`config.mk`:
```
export PLATFORM = sky130hd
export DESIGN_NAME = systolic_feeder
export DESIGN_NICKNAME = d
export VERILOG_FILES = /design/src/rtl/systolic_feeder.sv
export SDC_FILE = /design/constraint.sdc
export NUM_CORES = 1
export LEC_CHECK = 0
export ABC_AREA = 0
export BUFFER_PORTS_ARGS = -buffer_cell sky130_fd_sc_hd__buf_2
export CORE_AREA = 2 2 85 87
export CTS_BUF_LIST = sky130_fd_sc_hd__clkbuf_2 sky130_fd_sc_hd__clkbuf_4 sky130_fd_sc_hd__clkbuf_8
export CTS_CLUSTER_SIZE = 12
export DETAILED_ROUTE_END_ITERATION = 6
export DIE_AREA = 0 0 87 89
export PLACE_DENSITY_LB_ADDON = 0.12
export SYNTH_ARGS = -nofsm -noshare
export SYNTH_HDL_FRONTEND = slang
export SYNTH_SLANG_ARGS = --single-unit
```
`constraint.sdc`:
```
create_clock -name clk -period 2.5 [get_ports clk]
set_input_delay 0.375 -clock clk [delete_from_list [all_inputs] [get_ports clk]]
set_output_delay 0.375 -clock clk [all_outputs]
set_load 0.005 [all_outputs]
```
`src/rtl/systolic_feeder.sv`:
```
// rtl/systolic_feeder.sv - buffers one A/B tile and streams it diagonally skewed into the MAC array
// Optional SYSTOLIC_FEEDER_DOUBLE_BUF_EN: second tile bank so the next tile loads while this one streams.
module systolic_feeder #(
  parameter int N        = 2,
  parameter int OP_WIDTH = 8
) (
  input  logic                  clk,
  input  logic                  reset,
  input  logic                  load_valid,
  output logic                  load_ready,
  input  logic [N*OP_WIDTH-1:0] load_a_row,
  input  logic [N*OP_WIDTH-1:0] load_b_col,
  input  logic                  start,
  output logic                  busy,
  output logic                  acc_clear,
  output logic [N*OP_WIDTH-1:0] new_a_column,
  output logic [N*OP_WIDTH-1:0] new_b_row,
  output logic                  done
);
  localparam int SW = $clog2(2*N);
  localparam int CW = $clog2(N+1);
  localparam int IW = $clog2(N);
`ifdef SYSTOLIC_FEEDER_DOUBLE_BUF_EN
  localparam int NB = 2;
`else
  localparam int NB = 1;
`endif

  typedef enum logic [1:0] {S_IDLE, S_CLEAR, S_STREAM, S_FLUSH} state_t;

  state_t              r_state, w_nxt_state;
  logic [SW-1:0]       r_step, w_nxt_step;
  logic [CW-1:0]       r_ld_cnt, w_nxt_ld_cnt;
  logic [OP_WIDTH-1:0] r_a [NB][N][N];
  logic [OP_WIDTH-1:0] r_b [NB][N][N];
  logic                r_load_ready, r_acc_clear, r_done;
  logic [N*OP_WIDTH-1:0] r_a_bus, r_b_bus, w_a_bus, w_b_bus;
  logic                w_full, w_accept, w_load_fire, w_nxt_ready;
  logic                w_ld_bank, w_st_bank;

  assign w_full      = (r_ld_cnt == CW'(N));
  assign w_accept    = (r_state == S_IDLE) && start && w_full;
  assign w_load_fire = load_valid && r_load_ready;

`ifdef SYSTOLIC_FEEDER_DOUBLE_BUF_EN
  logic r_sel;  // bank currently owned by the stream side
  assign w_st_bank = r_sel;
  assign w_ld_bank = ~r_sel;
  always_ff @(posedge clk or posedge reset) begin
    if (reset)         r_sel <= 1'b0;
    else if (w_accept) r_sel <= ~r_sel;
  end
`else
  assign w_st_bank = 1'b0;
  assign w_ld_bank = 1'b0;
`endif

  always_ff @(posedge clk or posedge reset) begin
    if (reset) begin
      r_state  <= S_IDLE;
      r_step   <= '0;
      r_ld_cnt <= '0;
    end else begin
      r_state  <= w_nxt_state;
      r_step   <= w_nxt_step;
      r_ld_cnt <= w_nxt_ld_cnt;
    end
  end

  always_comb begin
    w_nxt_state = r_state;
    w_nxt_step  = r_step;
    case (r_state)
      S_IDLE:   if (w_accept) w_nxt_state = S_CLEAR;
      S_CLEAR: begin
        w_nxt_state = S_STREAM;
        w_nxt_step  = '0;
      end
      S_STREAM: begin
        if (r_step == SW'(2*N-2)) begin
          w_nxt_state = S_FLUSH;
          w_nxt_step  = '0;
        end else begin
          w_nxt_step = r_step + 1'b1;
        end
      end
      S_FLUSH: begin
        if (r_step == SW'(N-1)) begin
          w_nxt_state = S_IDLE;
          w_nxt_step  = '0;
        end else begin
          w_nxt_step = r_step + 1'b1;
        end
      end
      default: w_nxt_state = S_IDLE;
    endcase
  end

  always_comb begin
    w_nxt_ld_cnt = r_ld_cnt;
    if (w_load_fire) w_nxt_ld_cnt = r_ld_cnt + 1'b1;
`ifdef SYSTOLIC_FEEDER_DOUBLE_BUF_EN
    if (w_accept) w_nxt_ld_cnt = '0;
    w_nxt_ready = (w_nxt_ld_cnt != CW'(N));
`else
    if (r_state == S_FLUSH && w_nxt_state == S_IDLE) w_nxt_ld_cnt = '0;
    w_nxt_ready = (w_nxt_ld_cnt != CW'(N)) && (w_nxt_state == S_IDLE);
`endif
  end

  // Beat k is row k of A and column k of B
  always_ff @(posedge clk) begin
    if (w_load_fire) begin
      for (int c = 0; c < N; c++) begin
        r_a[w_ld_bank][r_ld_cnt[IW-1:0]][c] <= load_a_row[c*OP_WIDTH +: OP_WIDTH];
        r_b[w_ld_bank][c][r_ld_cnt[IW-1:0]] <= load_b_col[c*OP_WIDTH +: OP_WIDTH];
      end
    end
  end

  // Lane i carries element k of its row/column when step == i + k
  always_comb begin
    w_a_bus = '0;
    w_b_bus = '0;
    if (w_nxt_state == S_STREAM) begin
      for (int i = 0; i < N; i++) begin
        for (int k = 0; k < N; k++) begin
          if (w_nxt_step == SW'(i + k)) begin
            w_a_bus[i*OP_WIDTH +: OP_WIDTH] = r_a[w_st_bank][i][k];
            w_b_bus[i*OP_WIDTH +: OP_WIDTH] = r_b[w_st_bank][k][i];
          end
        end
      end
    end
  end

  always_ff @(posedge clk or posedge reset) begin
    if (reset) begin
      r_load_ready <= 1'b0;
      r_acc_clear  <= 1'b0;
      r_done       <= 1'b0;
      r_a_bus      <= '0;
      r_b_bus      <= '0;
    end else begin
      r_load_ready <= w_nxt_ready;
      r_acc_clear  <= (w_nxt_state == S_CLEAR);
      r_done       <= (r_state == S_FLUSH) && (w_nxt_state == S_IDLE);
      r_a_bus      <= w_a_bus;
      r_b_bus      <= w_b_bus;
    end
  end

  assign load_ready   = r_load_ready;
  assign busy         = (r_state != S_IDLE);
  assign acc_clear    = r_acc_clear;
  assign done         = r_done;
  assign new_a_column = r_a_bus;
  assign new_b_row    = r_b_bus;

endmodule

```
Word level (Yosys, flattened, before mapping)
Memories as Yosys holds them, arrays and structs flattened.
Index checks and enable logic that the tools add are counted.
- magnitude comparators: 2
- bitwise logic cells: 1
- eq/ne operators: 11
- multiplexer cells: 29
- reductions and logical operators: 10
- add/sub/neg operators: 2
- operators by type and width (cell ; number):
    $mux W8 ; 10
    $mux W16 ; 4
    $mux W32 ; 2
    $demux W16 S1 ; 2
    $mux W2 ; 7
    $eq A2 B2 Y1 const B ; 6
    $demux W8 S1 ; 1
    $eq A2 B1 Y1 const B ; 4
    $pmux W2 S4 ; 1
    $logic_and A1 B1 Y1 ; 6
    $logic_not A2 Y1 ; 3
    $pmux W2 S3 ; 1
    $add A2 B1 Y2 const B ; 2
    $ge A2 B2 Y1 const B ; 1
    $lt A2 B1 Y1 const B ; 1
    $ne A2 B2 Y1 const B ; 1
    $not A1 Y2 ; 1
    $reduce_bool A2 Y1 ; 1
    $mux W1 ; 1
- memories kept: 2
- output and inout bits: 36
- memory bits (writable): 64
- register bits: 41
- logic and storage cells: 65
- memory list (memory ; words ; width ; read ports ; clocked after Yosys merged registers in ; wr ports ; line ; text):
    r_a ; 1 ; 32 ; 1 ; 0 ; 2 ; 34 ; logic [OP_WIDTH-1:0] r_a [NB][N][N];
    r_b ; 1 ; 32 ; 1 ; 0 ; 2 ; 35 ; logic [OP_WIDTH-1:0] r_b [NB][N][N];

Logic depth before layout (Yosys ltp)
Gate-level depths: netlist (run 1).
- depth in word-level cells: 10
- mapped depth: 5
- mapped depth without buffers: 5

Worst setup path before layout (run 1)
No wires, ideal clock.
- path type: input port to flip-flop
- from: input load_valid
- to: memory r_a[0][16] (netlist name), enable pin
- data required time: 2.108 ns
- path buffers: 0
- stages: 2
- setup slack: 0.738 ns
- arrival: 1.369 ns
- library setup time: 0.392 ns
- path through: and2_1 ha_1
- RTL lines (what ; line ; text):
    start, declared ; 9 ; input logic load_valid,
    end, declared ; 34 ;

Worst setup path in the final report (run 1)
- from: register r_state[0]
- to: output busy
- cells in the longest elaborated chain, start to end: 1
- RTL lines (what ; line ; text):
    start, declared ; 31 ; state_t r_state, w_nxt_state;
    start signal, assigned ; 64 ; r_state <= w_nxt_state;
    $reduce_bool A2 Y1 ; 154 ; assign busy = (r_state != S_IDLE);
    end, declared ; 14 ; output logic busy,
No other way between the ends.

==> results of run 1 <==
-- report_power, final --
group          switching, mW  internal (mW)  leakage [nW]
clock network          0.561          0.419        0.0998
logic                  0.598          0.517         0.622
registers              0.168           2.21          1.11
total                   1.33           3.15          1.83
-- kinds of logic after synthesis --
| kind of cell | synth area share |
|---|---|
| buf+inv | 0.0280 |
| fa+ha+maj | 0.0133 |
| compound gates | 0.0563 |
| flops | 0.804 |
| mux | 0.0526 |
| simple gates | 0.0454 |
-- per-layer routing --
metal  routed length (um)  part of all wire  global-route usage  vias to the layer above
li1                     -                 -                   -                      866
met1                 2560              0.42               0.220                      930
met2                 3060              0.51               0.273                       59
met3                  344             0.057              0.0582                       10
met4                   82             0.014              0.0568                        0
met5                    0                 0                   0                        -
-- registers in the layout (all words and copies together), names as in the netlist --
signal,cells
r_a,32
r_b,32
new_a_column,16
new_b_row,16
r_ld_cnt,2
r_state,2
r_step,2
acc_clear,1
done,1
load_ready,1
-- metrics by stage --
step | hold slack (ns) | cell area, um2 | power [mW] | setup WS [ns]
2_1_floorplan | 0.443 | 3660 | 3.17 | 0.738
3_3_place_gp | 0.449 | 4060 | 3.53 | 0.754
3_5_place_dp | 0.453 | 4060 | 3.55 | 0.743
4_1_cts | 0.179 | 4250 | 4.53 | 0.750
5_1_grt | 0.175 | 4250 | 4.75 | 0.643
6_report | 0.196 | 4250 | 4.48 | 0.753
-- final timing paths --
path                                       from                         end  slack, ns  cells past startpoint
max reg2reg                r_state[1]$_DFF_PP0_   new_a_column[2]$_DFF_PP0_       0.81                      3
min in group clk                 load_a_row[14]        r_a[0][22]$_DFFE_PP_       0.20                      1
max in group asynchronous                 reset  new_a_column[15]$_DFF_PP0_       1.75                      2
max                        r_state[0]$_DFF_PP0_                        busy       0.75                      3
min reg2reg                r_b[0][11]$_DFFE_PP_      new_b_row[3]$_DFF_PP0_       0.48                      1
min                                       reset         acc_clear$_DFF_PP0_       0.20                      2
-- synth_stat cells --
master    number  area share
and4b_1        1      0.0027
inv_2          2      0.0020
a22o_1         1      0.0024
buf_4          3      0.0061
nand3_2        1      0.0027
nor3_4         1      0.0044
and2_1         2      0.0034
ha_1           3       0.010
nor2b_1        2      0.0034
a22o_2        15       0.041
edfxtp_1      64        0.52
mux2i_4        1      0.0061
buf_2          1      0.0014
a21oi_1        3      0.0041
nor2_1        20       0.020
a31oi_2        1      0.0034
inv_1          3      0.0031
dfrtp_1       41        0.28
maj3_2         1      0.0031
a21o_1         1      0.0020
buf_6          5       0.015
nand2b_4       1      0.0038
nand2_1        3      0.0031
o22ai_1        2      0.0034
nor3_1         1      0.0014
mux2i_1       17       0.046
-- layout make-up --
type / count / area [um2]
timing repair buffer: 73 / 370
tap: 80 / 100
multi-input combinational: 77 / 619
sequential: 105 / 2950
clock inverter: 5 / 46.3
fill: 481 / 2470
inverter: 5 / 18.8
clock buffer: 11 / 145
-- placed cells by master (no fill, tap or decap), types with 3 or more instances in the layout --
cell | Yosys | final
inv_2 | 2 | 3
nor2_1 | 20 | 20
a21oi_1 | 3 | 3
mux2i_1 | 17 | 17
nand2_1 | 3 | 3
edfxtp_1 | 64 | 64
dfrtp_1 | 41 | 41
a22o_2 | 15 | 15
clkbuf_8 | 0 | 10
buf_2 | 1 | 71
==> metrics, run 1 <==
status finished clean; layout net count a little over 300; initial DRC count around 120; sequential fraction of the synthesis area 0.804; first-pass GRT wire length around 9.5 mm; endpoints failing setup 0; DP HPWL ~3.7 mm; critical path peak fanout 10; CTS HTree Levels 3; Area Growth Syn to Fin 15.9%; syn_nets 235; initial antenna violation count 0; layout cells sized above 1 0.417; largest net degree at the start of global routing 42; Fin. Hold Viols 0; IO Pins ~70; Cells after DPL 340; Worst Path Buf+Inv 2; gr ovfl total 0; Power Density around 1100 nW/um2; Synth Area per Inst around 19 um2; DR vias between 1,500 and 2,000; Slowest-stage cell, CP dfrtp_1; WL per Instance 17.0 um; Worst Tran Pin Value ~0.9 ns; height of the die 89 um; critical path's top delay family flip-flops; setup total negative slack 0 ns; WP data required about 2.1 ns; std cell rows 30; clk buf depth 2; Max Clock Skew 0.00936 ns; global-route usage over all layers 0.170; final WL between 6 and 7 mm; Post-CTS Repair Setup Buffers 0; IO Port Bufs 71; leakage power about 1.8 nW; residual DRC count 0; Post-Synthesis Cells 196; post-route ant nets 0; Num CTS Buffers 9; max_cap viols 0; Starting Density 0.545; final core occ 0.632; Max Freq 572 MHz; kind of critical path reg2out; Worst-Skew Late Latency 0.35 ns; CP Cell Sequence nor2_1, inv_1, buf_2; post-layout min period approximately 1.7 ns; Post-CTS Hold Buffers 0; Syn. warnings 0; Slew headroom 0.414; Ant. Diodes 0; drt first pass iters 4; vias in the first global route approximately 1,800; final estimated routing congestion in global placement 0.746; crit end category primary output; Worst VDD drop between 0.4 and 0.5 mV; Die X ~87 um; mapped cell area ~3700 um2; Hold Path Class in2async; post-synth cell types 26; clock-pin slew on the worst setup and hold paths 0.10 ns; non-filler cells, final ~360; fin. max-slew vios 0; crit-path max cell delay approximately 0.54 ns; RSZ-0062 raised after global routing no; Startpoint Class flip-flop; number of vias per cell ~5.2; clk root buf clkbuf_8; WP data arrival 1.37 ns; register bit total from synthesis ~110; CTS tree built; CTS Sinks between 100 and 150; Post-CTS Resized 0; CORE AREA roughly 6700 um2; crit share post-route 0.699; Die Area 7740 um2
Note: power is estimated with default switching activity, not from simulation.
==> run 2: changes to the inputs <==
clock period = 1.77 ns   (was 2.5 ns; I/O delays follow)
==> metrics, run 2 (synthesis gave the netlist of run 1 again) <==
status finished clean; layout net count 322 (+3.9%); kind of critical path reg2out; post-layout min period about 1.6 ns; critical path peak fanout 10 (unchanged); Post-CTS Repair Setup Buffers 0 (unchanged); Area Growth Syn to Fin 19.5%; fin. max-slew vios 0 (unchanged); Cells after DPL 351 (+3.2%); crit end category primary output; DR vias 1,917 (+2.8%); RSZ-0062 raised after global routing no; area occupied by multi-input gates 619 um2 (unchanged); Post-CTS Resized 0 (unchanged); drt first pass iters 4 (unchanged); Worst VDD drop 0.654 mV (+37%); largest net degree at the start of global routing 33 (-21%); vias in the first global route 1,908 (+4.2%); Hold Path Class in2reg; post-route ant nets 0 (unchanged); first-pass GRT wire length 9.84 mm (+3.9%); most frequent cells in the layout buf_2, edfxtp_1, dfrtp_1, nor2_1, mux2i_1; Fin. Hold Viols 0 (unchanged); Starting Density 0.545 (unchanged); most common cell after layout, fill and taps aside buf_2; Slew headroom 0.587 (+0.174); CP Cell Sequence nor2_1, inv_1, buf_2; CTS Sinks 105 (unchanged); Die X 87 um (unchanged); initial DRC count 69 (-42%); clk buf depth 2 (unchanged); Power Density 1520 nW/um2 (+44%); number of vias per cell 5.21 (-0.56%); Max Clock Skew 0.00766 ns (-0.00170 ns); std cell rows 30 (unchanged); Num CTS Buffers 9 (unchanged); setup ws final 0.148 ns (-0.605 ns); clk root buf clkbuf_8; endpoints failing setup 0 (unchanged); initial antenna violation count 0 (unchanged); global-route usage over all layers 0.177 (+0.00686); IO Port Bufs 71 (unchanged); height of the die 89 um (unchanged); gr ovfl total 0 (unchanged); WL per Instance 17.1 um (+0.86%); pre-CTS setup slack 0.202 ns (-0.542 ns); layout cells sized above 1 0.434 (+0.0174); CTS HTree Levels 3 (unchanged); filler cell count 486 (+1.0%); Worst-Skew Late Latency 0.35 ns (about the same); crit-path max cell delay 0.54 ns (about the same); register area 2950 um2 (unchanged); final WL 6.30 mm (+4.3%); CORE AREA 6720 um2 (unchanged); critical path's top delay family flip-flops; max_cap viols 0 (unchanged); leakage power 1.90 nW (+3.8%); clock-pin slew on the worst setup and hold paths 0.10 ns (about the same); non-filler cells, final 368 (+3.4%); DP HPWL 4.25 mm (+15%); WP data arrival 1.36 ns (about the same); final estimated routing congestion in global placement 0.733 (-1.7%); residual DRC count 0 (unchanged); Max Freq approximately 600 MHz; setup total negative slack 0 ns (unchanged); Worst Path Buf+Inv 2 (unchanged); Ant. Diodes 0 (unchanged); IO Pins 72 (unchanged); WP data required 1.50 ns (-0.62 ns); Worst Tran Pin Value 0.606 ns (-0.272 ns); crit share post-route 0.916; Startpoint Class flip-flop; Slowest-stage cell, CP dfrtp_1; CTS tree built; Die Area 7740 um2 (unchanged)
[run 2: power breakdown]
group / internal [mW] / switching (mW) / leakage, nW
Combinational: 0.853 / 0.897 / 0.684
Sequential: 3.12 / 0.217 / 1.11
Clock: 0.797 / 0.768 / 0.107
Total: 4.77 / 1.88 / 1.90
[run 2: repair_timing]
item	CTS	global route
endpoints found under the setup margin	0	0
hold buffers	1	0
hold endpoints to repair	19	0
[run 2: per-stage QoR]
stage	total power, mW	cell area, um2	hold slack, ns	util
global route	7.04	4380	0.0702	0.652
detailed placement	5.17	4150	0.387	0.618
finish	6.66	4380	0.0967	0.652
global placement	5.13	4150	0.378	0.618
CTS	6.74	4380	0.0811	0.652
floorplan	4.47	3660	0.364	-
[run 2: area by class of cell]
| class | count | share of cell area |
|---|---|---|
| clock buffer | 9 | 0.0283 |
| clock inverter | 7 | 0.0214 |
| inverter | 5 | 0.00429 |
| multi-input combinational | 77 | 0.141 |
| sequential | 105 | 0.673 |
| tap | 80 | 0.0229 |
| timing repair buffer | 85 | 0.109 |
[run 2: final timing paths]
| check | startpoint | end | slack (ns) | cells past startpoint |
|---|---|---|---|---|
| min | load_b_col[11] | r_b[0][3]$_DFFE_PP_ | 0.1 | 1 |
| min in group asynchronous | reset | done$_DFF_PP0_ | 0.52 | 3 |
| max in group asynchronous | reset | new_a_column[4]$_DFF_PP0_ | 0.66 | 4 |
| max | r_state[0]$_DFF_PP0_ | busy | 0.15 | 3 |
| max reg2reg | r_state[0]$_DFF_PP0_ | new_b_row[3]$_DFF_PP0_ | 0.19 | 2 |
| min reg2reg | r_b[0][9]$_DFFE_PP_ | new_b_row[1]$_DFF_PP0_ | 0.48 | 1 |
[run 2: per-layer routing]
| metal | up-vias | track usage | wire length (um) |
|---|---|---|---|
| met5 | - | 0 | 0 |
| met4 | 0 | 0.0881 | 76 |
| met3 | 7 | 0.0332 | 334 |
| met2 | 70 | 0.276 | 3210 |
| met1 | 947 | 0.242 | 2670 |
| li1 | 893 | - | - |
